File: src/rtl/stack_arb_pkg.sv
// Stack arbiter shared definitions.
// Op encoding, FSM states and stack geometry.
package stack_arb_pkg;

    localparam int NUM_STACKS = 8;
    localparam int SEL_W      = 3;
    localparam int OFF_W      = 6;
    localparam int DATA_W     = 32;

    typedef enum logic [1:0] {
        OP_PUSH   = 2'd0,
        OP_POP    = 2'd1,
        OP_IDX_RD = 2'd2,
        OP_IDX_WR = 2'd3
    } op_e;

    typedef enum logic [1:0] {
        ST_IDLE  = 2'd0,
        ST_ISSUE = 2'd1,
        ST_EXEC  = 2'd2,
        ST_RESP  = 2'd3
    } state_e;

endpackage

File: src/rtl/stack_arbiter_rr.sv
// Round-robin grant for the stack arbiter.
// Requester after the last winner has top priority.
module rr_arbiter #(
    parameter int NUM_REQ = 2
) (
    input  logic               clk_i,
    input  logic               rst_ni,
    input  logic [NUM_REQ-1:0] req_i,
    input  logic               advance_i,
    output logic [NUM_REQ-1:0] grant_o
);

    localparam int IW = (NUM_REQ > 1) ? $clog2(NUM_REQ) : 1;

    logic [IW-1:0] ptr_q;
    logic [IW-1:0] ptr_d;
    logic [IW-1:0] win;
    logic [IW-1:0] jj;
    logic          found;
    int            j;

    // Scan requesters starting at the pointer, first one set wins.
    always_comb begin
        grant_o = '0;
        found   = 1'b0;
        win     = ptr_q;
        j       = 0;
        jj      = '0;
        for (int i = 0; i < NUM_REQ; i++) begin
            j = int'(ptr_q) + i;
            if (j >= NUM_REQ) begin
                j = j - NUM_REQ;
            end
            jj = IW'(j);
            if (!found && req_i[jj]) begin
                found       = 1'b1;
                grant_o[jj] = 1'b1;
                win         = jj;
            end
        end
    end

    // Next priority starts just after the winner.
    always_comb begin
        if (win == IW'(NUM_REQ - 1)) begin
            ptr_d = '0;
        end else begin
            ptr_d = win + IW'(1);
        end
    end

    // Move the pointer only when a grant is taken.
    always_ff @(posedge clk_i or negedge rst_ni) begin
        if (!rst_ni) begin
            ptr_q <= '0;
        end else if (advance_i) begin
            ptr_q <= ptr_d;
        end
    end

endmodule

File: src/rtl/stack_arbiter.sv
// Arbitrates NUM_REQ requesters onto one stack unit.
// Each op takes IDLE->ISSUE->EXEC->RESP, four cycles.
module stack_arbiter
    import stack_arb_pkg::*;
#(
    parameter int NUM_REQ = 2
) (
    input  logic                    clk_i,
    input  logic                    rst_ni,
    input  logic [NUM_REQ-1:0]      req_valid_i,
    input  logic [2*NUM_REQ-1:0]    req_op_i,
    input  logic [3*NUM_REQ-1:0]    req_sel_i,
    input  logic [6*NUM_REQ-1:0]    req_offset_i,
    input  logic [32*NUM_REQ-1:0]   req_wdata_i,
    output logic [NUM_REQ-1:0]      req_ready_o,
    output logic [NUM_REQ-1:0]      rsp_valid_o,
    output logic [31:0]             rsp_data_o,
    output logic                    rsp_err_o,
    output logic [NUM_REQ-1:0]      err_sticky_o,
    input  logic [NUM_REQ-1:0]      err_clr_i,
    output logic [2:0]              stk_select_o,
    output logic                    stk_push_o,
    output logic                    stk_pop_o,
    output logic                    stk_index_read_o,
    output logic                    stk_index_write_o,
    output logic [5:0]              stk_offset_o,
    output logic [31:0]             stk_data_o,
    input  logic [31:0]             stk_data_i,
    input  logic                    stk_ready_i,
    input  logic                    stk_overflow_i,
    input  logic                    stk_underflow_i
);

    state_e              state_q;
    op_e                 op_q;
    logic [NUM_REQ-1:0]  grant;
    logic [NUM_REQ-1:0]  gnt_q;
    logic [NUM_REQ-1:0]  rsp_vld_q;
    logic [NUM_REQ-1:0]  err_q;
    logic [NUM_REQ-1:0]  err_d;
    logic                accept;
    logic                stk_err;
    logic                push_q;
    logic                pop_q;
    logic                rd_q;
    logic                wr_q;
    logic [1:0]          op_mux;
    logic [SEL_W-1:0]    sel_mux;
    logic [SEL_W-1:0]    sel_q;
    logic [OFF_W-1:0]    off_mux;
    logic [OFF_W-1:0]    off_q;
    logic [DATA_W-1:0]   wdata_mux;
    logic [DATA_W-1:0]   wdata_q;
    logic [DATA_W-1:0]   data_q;

    assign accept = rst_ni & (state_q == ST_IDLE) & stk_ready_i
                  & (|req_valid_i);

    rr_arbiter #(
        .NUM_REQ (NUM_REQ)
    ) u_rr (
        .clk_i     (clk_i),
        .rst_ni    (rst_ni),
        .req_i     (req_valid_i),
        .advance_i (accept),
        .grant_o   (grant)
    );

    // One-hot select of the winning requester's fields.
    always_comb begin
        op_mux    = '0;
        sel_mux   = '0;
        off_mux   = '0;
        wdata_mux = '0;
        for (int i = 0; i < NUM_REQ; i++) begin
            if (grant[i]) begin
                op_mux    = req_op_i[2*i +: 2];
                sel_mux   = req_sel_i[3*i +: 3];
                off_mux   = req_offset_i[6*i +: 6];
                wdata_mux = req_wdata_i[32*i +: 32];
            end
        end
    end

    assign stk_err = stk_overflow_i | stk_underflow_i;

    // Sticky error: clear wins over a same-cycle set.
    always_comb begin
        err_d = err_q;
        if (state_q == ST_RESP && stk_err) begin
            err_d = err_d | gnt_q;
        end
        err_d = err_d & ~err_clr_i;
    end

    // Operation sequencer with registered stack-side outputs.
    always_ff @(posedge clk_i or negedge rst_ni) begin
        if (!rst_ni) begin
            state_q   <= ST_IDLE;
            op_q      <= OP_PUSH;
            gnt_q     <= '0;
            rsp_vld_q <= '0;
            err_q     <= '0;
            push_q    <= 1'b0;
            pop_q     <= 1'b0;
            rd_q      <= 1'b0;
            wr_q      <= 1'b0;
            sel_q     <= '0;
            off_q     <= '0;
            wdata_q   <= '0;
            data_q    <= '0;
        end else begin
            err_q <= err_d;
            unique case (state_q)
                ST_IDLE: begin
                    if (accept) begin
                        state_q <= ST_ISSUE;
                        op_q    <= op_e'(op_mux);
                        gnt_q   <= grant;
                        sel_q   <= sel_mux;
                        off_q   <= off_mux;
                        wdata_q <= wdata_mux;
                        push_q  <= (op_e'(op_mux) == OP_PUSH);
                        pop_q   <= (op_e'(op_mux) == OP_POP);
                        rd_q    <= (op_e'(op_mux) == OP_IDX_RD);
                        wr_q    <= (op_e'(op_mux) == OP_IDX_WR);
                    end
                end
                ST_ISSUE: begin
                    state_q <= ST_EXEC;
                    push_q  <= 1'b0;
                    pop_q   <= 1'b0;
                    rd_q    <= 1'b0;
                    wr_q    <= 1'b0;
                end
                ST_EXEC: begin
                    state_q   <= ST_RESP;
                    rsp_vld_q <= gnt_q;
                    sel_q     <= '0;
                    off_q     <= '0;
                    wdata_q   <= '0;
                    if (op_q == OP_POP || op_q == OP_IDX_RD) begin
                        data_q <= stk_data_i;
                    end else begin
                        data_q <= '0;
                    end
                end
                ST_RESP: begin
                    state_q   <= ST_IDLE;
                    rsp_vld_q <= '0;
                    gnt_q     <= '0;
                    data_q    <= '0;
                end
                default: begin
                    state_q <= ST_IDLE;
                end
            endcase
        end
    end

    assign req_ready_o       = grant & {NUM_REQ{accept}};
    assign rsp_valid_o       = rsp_vld_q;
    assign rsp_data_o        = data_q;
    assign rsp_err_o         = (state_q == ST_RESP) & stk_err;
    assign err_sticky_o      = err_q;
    assign stk_select_o      = sel_q;
    assign stk_offset_o      = off_q;
    assign stk_data_o        = wdata_q;
    assign stk_push_o        = push_q;
    assign stk_pop_o         = pop_q;
    assign stk_index_read_o  = rd_q;
    assign stk_index_write_o = wr_q;

endmodule
File: config.mk
export PLATFORM = sky130hd
export DESIGN_NAME = stack_arbiter
export DESIGN_NICKNAME = d
export VERILOG_FILES = /design/src/rtl/stack_arb_pkg.sv /design/src/rtl/stack_arbiter_rr.sv /design/src/rtl/stack_arbiter.sv
export SDC_FILE = /design/constraint.sdc
export NUM_CORES = 1
export LEC_CHECK = 0
export ABC_AREA = 0
export BUFFER_PORTS_ARGS = -buffer_cell sky130_fd_sc_hd__buf_2
export CORE_MARGIN = 3
export CORE_UTILIZATION = 45
export DETAILED_ROUTE_END_ITERATION = 7
export PLACE_DENSITY = 0.81
export SLEW_MARGIN = 0
export SYNTH_ARGS = -nofsm -noshare
export SYNTH_HDL_FRONTEND = slang
export SYNTH_SLANG_ARGS = --single-unit
File: constraint.sdc
create_clock -name clk_i -period 2.03 [get_ports clk_i]
set_input_delay 0.3045 -clock clk_i [delete_from_list [all_inputs] [get_ports clk_i]]
set_output_delay 0.3045 -clock clk_i [all_outputs]
set_load 0.05 [all_outputs]
# Yosys cells after proc, flatten, opt, wreduce, memory -nomap -nowiden
# Cells that the tools add are included.
dict set report word_totals {
  reg_bits 88
  elab_cells 106
}
dict set report classes {
  add_sub_neg 4
  order_cmp 6
  eq_ne 9
  mux 46
  bitwise_logic 10
  n_reduce_logical 17
}
# cell n
set op_table {}
lappend op_table {{2-to-1 mux 32 bit} 4}
lappend op_table {{one-hot mux 32 bit (2 select lines)} 2}
lappend op_table {{2-to-1 mux 6 bit} 3}
lappend op_table {{2-to-1 mux 1 bit} 16}
lappend op_table {{2-to-1 mux 2 bit} 7}
lappend op_table {{one-hot mux 6 bit (2 select lines)} 1}
lappend op_table {{equality test 2 bit, second input constant} 5}
lappend op_table {{2-to-1 mux 3 bit} 3}
lappend op_table {{one-hot mux 1 bit (2 select lines)} 4}
lappend op_table {{one-hot mux 2 bit (2 select lines)} 2}
lappend op_table {{one-hot mux 2 bit (4 select lines)} 1}
lappend op_table {{AND reduction 2 bit} 4}
lappend op_table {{nonzero test 2 bit} 4}
lappend op_table {{equality test 2 x 1 -> 1 bit, second input constant} 3}
lappend op_table {{one-hot mux 3 bit (2 select lines)} 1}
lappend op_table {{AND 1 bit} 4}
lappend op_table {{AND 2 bit} 2}
lappend op_table {{logical AND 1 bit} 4}
lappend op_table {{zero test 2 bit} 2}
lappend op_table {{< comparator 1 x 2 -> 1 bit, second input constant} 2}
lappend op_table {{bitwise OR 2 bit} 2}
lappend op_table {{adder 1 x 1 -> 2 bit, second input constant} 1}
lappend op_table {{demux 1 bit (select 1 bit)} 2}
lappend op_table {{>= comparator 1 bit, second input constant} 2}
lappend op_table {{10 further kinds} 11}

# Depth between registers and ports, before layout
dict set report depth {
  word_depth 14
  ltp_mapped 8
  depth_no_buf 5
}

# Hierarchy
# Synthesis repeated with hierarchy kept, for this count alone.
dict set report hier_totals {
  cells_unflattened 298
  area_unflattened_um2 4057.6
}
# module instances cells_each area_per_inst_um2
set by_module_without_submodules {}
lappend by_module_without_submodules {stack_arbiter 1 290 3987.6}
lappend by_module_without_submodules {rr_arbiter 1 8 70.1}

# Worst setup path after synthesis
# No wires, ideal clock.
dict set report synth_timing {
  path_kind {flip-flop to output port}
  startpoint {register state_q[0]}
  endpoint {output req_ready_o[0]}
  t_arrival_ps 1891
  slack_ps -166
  path_stages_with_launch 7
  cell_sequence {dfrtp_1 -> inv_1 -> ha_1 -> clkbuf_4 -> o2111ai_2 -> clkbuf_1 -> nor2b_1}
}
dict set report synth_between {
  elab_chain_cells 5
}
# element line_no
set synth_lines {}
lappend synth_lines {{from (decl)} stack_arbiter.sv:34} ;# state_e state_q;
lappend synth_lines {{from (signal assigned)} stack_arbiter.sv:99} ;# state_q <= ST_IDLE;
lappend synth_lines {{from (signal assigned)} stack_arbiter.sv:117} ;# state_q <= ST_ISSUE;
lappend synth_lines {{from (signal assigned)} stack_arbiter.sv:130} ;# state_q <= ST_EXEC;
lappend synth_lines {{zero test 2 bit} stack_arbiter.sv:56} ;# assign accept = rst_ni & (state_q == ST_IDLE) & stk_ready_i
lappend synth_lines {{AND 1 bit (2 in series)} stack_arbiter.sv:56}
lappend synth_lines {{AND 1 bit} stack_arbiter.sv:57} ;# & (|req_valid_i);
lappend synth_lines {{AND 2 bit} stack_arbiter.sv:161} ;# assign req_ready_o = grant & {NUM_REQ{accept}};
lappend synth_lines {{to (decl)} stack_arbiter.sv:15} ;# output logic [NUM_REQ-1:0] req_ready_o,
# No other way between the ends.

# Final worst setup path
dict set report layout_timing {
  startpoint {register state_q[1]}
  endpoint {output req_ready_o[0]}
}
# Same word-level chain as after synthesis.

==> impl_metrics.csv <==
group,metric,value,unit
run_status,status,"completed",
routing,vias,3474,
clocking,clk_path_buf_depth,2,
finish,fin_nets,632,
clocking,cts_tree,"yes",
clocking,clk_latency,350,ps
floorplanning,chipWidth,101.1,um
sta,grt_setup_unrepaired,"true",
sta,post-route-period-util,94.18,%
yosys,ys_seq_area_share,54.07,%
yosys,synthesis.instances,295,
routing,detailedRoute.firstPassIterationCount,4,
clocking,clkTransAtPathRegs,90,ps
finish,antennaDiodeCount,0,
sta,clock.fmax,0.5230,GHz
clocking,clock_sinks,88,
setup_path,crit_buf_inv,2,
sta,final_max_slew_viol_count,0,
yosys,synth_area,0.004073,mm2
finish,finalInstanceArea,0.005478,mm2
min_path,hold_depth,2,
placed_design,dp_slack,-80.70,ps
routing,post-route-drc-count,0,
sta,final_hold_viol_count,0,
run,maxCapViolCount,0,
setup_path,crit_type,"reg2out",
clocking,cts-root-buf,"clkbuf_8",
setup_path,crit_path_end_kind,"primary output",
yosys,ys.warnings.count,0,
floorplanning,initial_utilization,46.47,%
grt,grt_usage,21.13,%
clocking,cts_setup_buffers,0,
grt,grt_pass1_vias,3398,
sta,setup_tns,0,ps
min_path,min_delay_worst_endpoint,"err_sticky_o[0]",
power,cellLeakagePower,0.002774,uW
finish,layout_common_cells,"buf_2 (206), dfrtp_1 (88), a32oi_1 (43), o2bb2ai_2 (40), a22o_1 (32)",
sta,fin_skew,14.20,ps
setup_path,r2r_start,"state_q[0]",
yosys,async_reset_ff_share,100.0,%
sta,setup_ws,118.1,ps
clocking,cts_buffers,9,
setup_path,critPathTopFamily,"flip-flops",
setup_path,r2r_cells,6,
floorplanning,boundaryPins,211,
placed_design,routabilityCongestion,0.8457,
routing,antenna_left,0,
sta,period_minus_slack,1912,ps
setup_path,reg2reg_setup_slack,200,ps
yosys,ys_types,33,
floorplanning,dieArea,0.01023,mm2
setup_path,critPathLaunchType,"flop",
grt,grt.overflow.total,0,
yosys,avgSynthCellArea,13.81,um2
placed_design,placed_area,0.005230,mm2
setup_path,crit_fanout,6,
grt,grt_start_max_net_pins,73,
floorplanning,fp.coreArea,0.008763,mm2
sta,setup_viol,0,
finish,layout.cells.most_common,"buf_2",
yosys,synth_edf_count,0,
placed_design,port-buffer-count,210,
yosys,synth_fp_nets,427,
setup_path,crit_chain,"inv_2, ha_4, o2111ai_2, nor2b_2, buf_6",
placed_design,dp_hpwl,8.349,mm
floorplanning,die_h,101.1,um
sta,worst_slew_pin_slew,865.6,ps
setup_path,required,1730,ps
routing,drt-vias-per-instance,5.667,
min_path,holdCritPathClass,"in2reg",
power,p_total,9287,uW
routing,wire_per_inst,18.31,um
clocking,htree_levels,3,
grt,grt_pass1_wl,16.84,mm
yosys,yosys_register_bits,88,
finish,num-fill-cells,715,
sta,relSlewSlack,42.29,%
routing,drtIter0Drc,121,
sta,hold-worst-slack,97.51,ps
setup_path,slowest_delay,430,ps
floorplanning,num_rows,34,
routing,routed_wirelength,11.22,mm
power,ir_worst_vdd,0.001045,V
power,cellPowerDensity,1695,mW/mm2
finish,area_delta_synth_final,34.50,%
yosys,synth_ff_type,"dfrtp_1",
setup_path,crit_slowest_cell,"dfrtp_1",
setup_path,reg2reg_to,"rsp_data_o[9]",
min_path,min_from,"err_clr_i[0]",
setup_path,arrival,1610,ps
grt,antenna_found_initial,1,
finish,drive_gt1_share,58.42,%
-- power by group --
part / switching (uW) / internal (uW) / leakage [uW]
Clock: 638 / 580 / 0.0000966
Combinational: 3710 / 1470 / 0.00148
Sequential: 470 / 2420 / 0.00120
-- worst max path at each step --
| stage | startpoint | to | slack (ps) | cells past startpoint |
|---|---|---|---|---|
| floorplan | state_q[0] | req_ready_o[0] | 90 | 6 |
| global placement | state_q[0] | rsp_data_o[20] | 80 | 4 |
| detailed placement | state_q[0] | rsp_data_o[9] | -80 | 4 |
| CTS | state_q[1] | req_ready_o[1] | 30 | 6 |
| global route | state_q[0] | req_ready_o[0] | -10 | 5 |
| finish | state_q[1] | req_ready_o[0] | 120 | 5 |
-- synthesized netlist by cell type, types with 2 or more instances --
master     instances  area [um2]
clkbuf_1          14       52.55
inv_1              5       18.77
a22o_1            32       280.3
o31ai_1            4       30.03
nor2_1             6       22.52
mux2i_1            4       40.04
ha_1               5       62.56
nand3_1            3       15.01
o21ai_1            3       15.01
a21boi_2           2       22.52
dfrtp_1           88        2202
o2bb2ai_2         40       600.6
nand2_1            3       11.26
o211ai_1           5       37.54
buf_6              5       56.30
a32o_1             2       20.02
a32oi_1           43       376.6
a21oi_1            3       15.01
nand2b_1           2       12.51
buf_2             13       65.06
-- per-stage QoR --
stage,utilization (%),cells
final,62.51,613
after CTS,62.38,613
after global placement,59.68,596
after detailed placement,59.68,596
after global routing,62.51,613
after floorplan,-,295
-- logic make-up after synthesis --
| kind of cell | Yosys count | share of synthesized area, % |
|---|---|---|
| adder cells (fa/ha/maj) | 5 | 1.536 |
| buffers and inverters | 38 | 4.915 |
| AO/OA/AOI/OAI | 139 | 35.55 |
| multiplexers | 5 | 1.260 |
| AND/OR/NAND/NOR | 19 | 2.458 |
| flip-flops | 88 | 54.07 |
| XOR/XNOR | 1 | 0.2151 |
-- worst reg2reg max path, delay by kind of cell, from the launching register on --
family / cells / cell delay [ps]
simple gates: 1 / 170
buf+inv: 3 / 660
flops: 1 / 420
compound gates: 1 / 210
fa+ha+maj: 1 / 320
-- area by class of cell --
type	count	area, um2	share of cell area [%]
repair buffers	227	1199	21.88
clock buffers	9	123.9	2.261
multi-input cells	169	1723	31.45
clock inverters	7	76.32	1.393
inverters	5	18.77	0.3426
flip-flops and latches	88	2202	40.20
well taps	108	135.1	2.467
-- per-layer routing --
metal	share of wire (%)	GRT usage [%]	vias up
met5	0.062	0	-
li1	-	-	1609
met3	8.6	6.612	11
met1	41	25.95	1682
met2	49	36.02	170
met4	1.0	5.930	2
-- state kept, by name (all words and copies together), names as in the netlist --
name               flops
gnt_q                  2
stk_pop_o              1
rsp_valid_o            2
op_q                   2
u_rr.ptr_q             1
stk_push_o             1
rsp_data_o            32
stk_select_o           3
state_q                2
stk_index_write_o      1
stk_offset_o           6
stk_data_o            32
stk_index_read_o       1
err_sticky_o           2
-- what timing repair did --
action / in CTS / in global routing
endpoints found under the hold margin: 16 / 0
resized for setup: 7 / 4
setup endpoints to repair: 34 / 2
pin swaps: 0 / 1
hold buffers: 1 / 0
cloned: 0 / 0
Power figures use the tool's default switching activity.
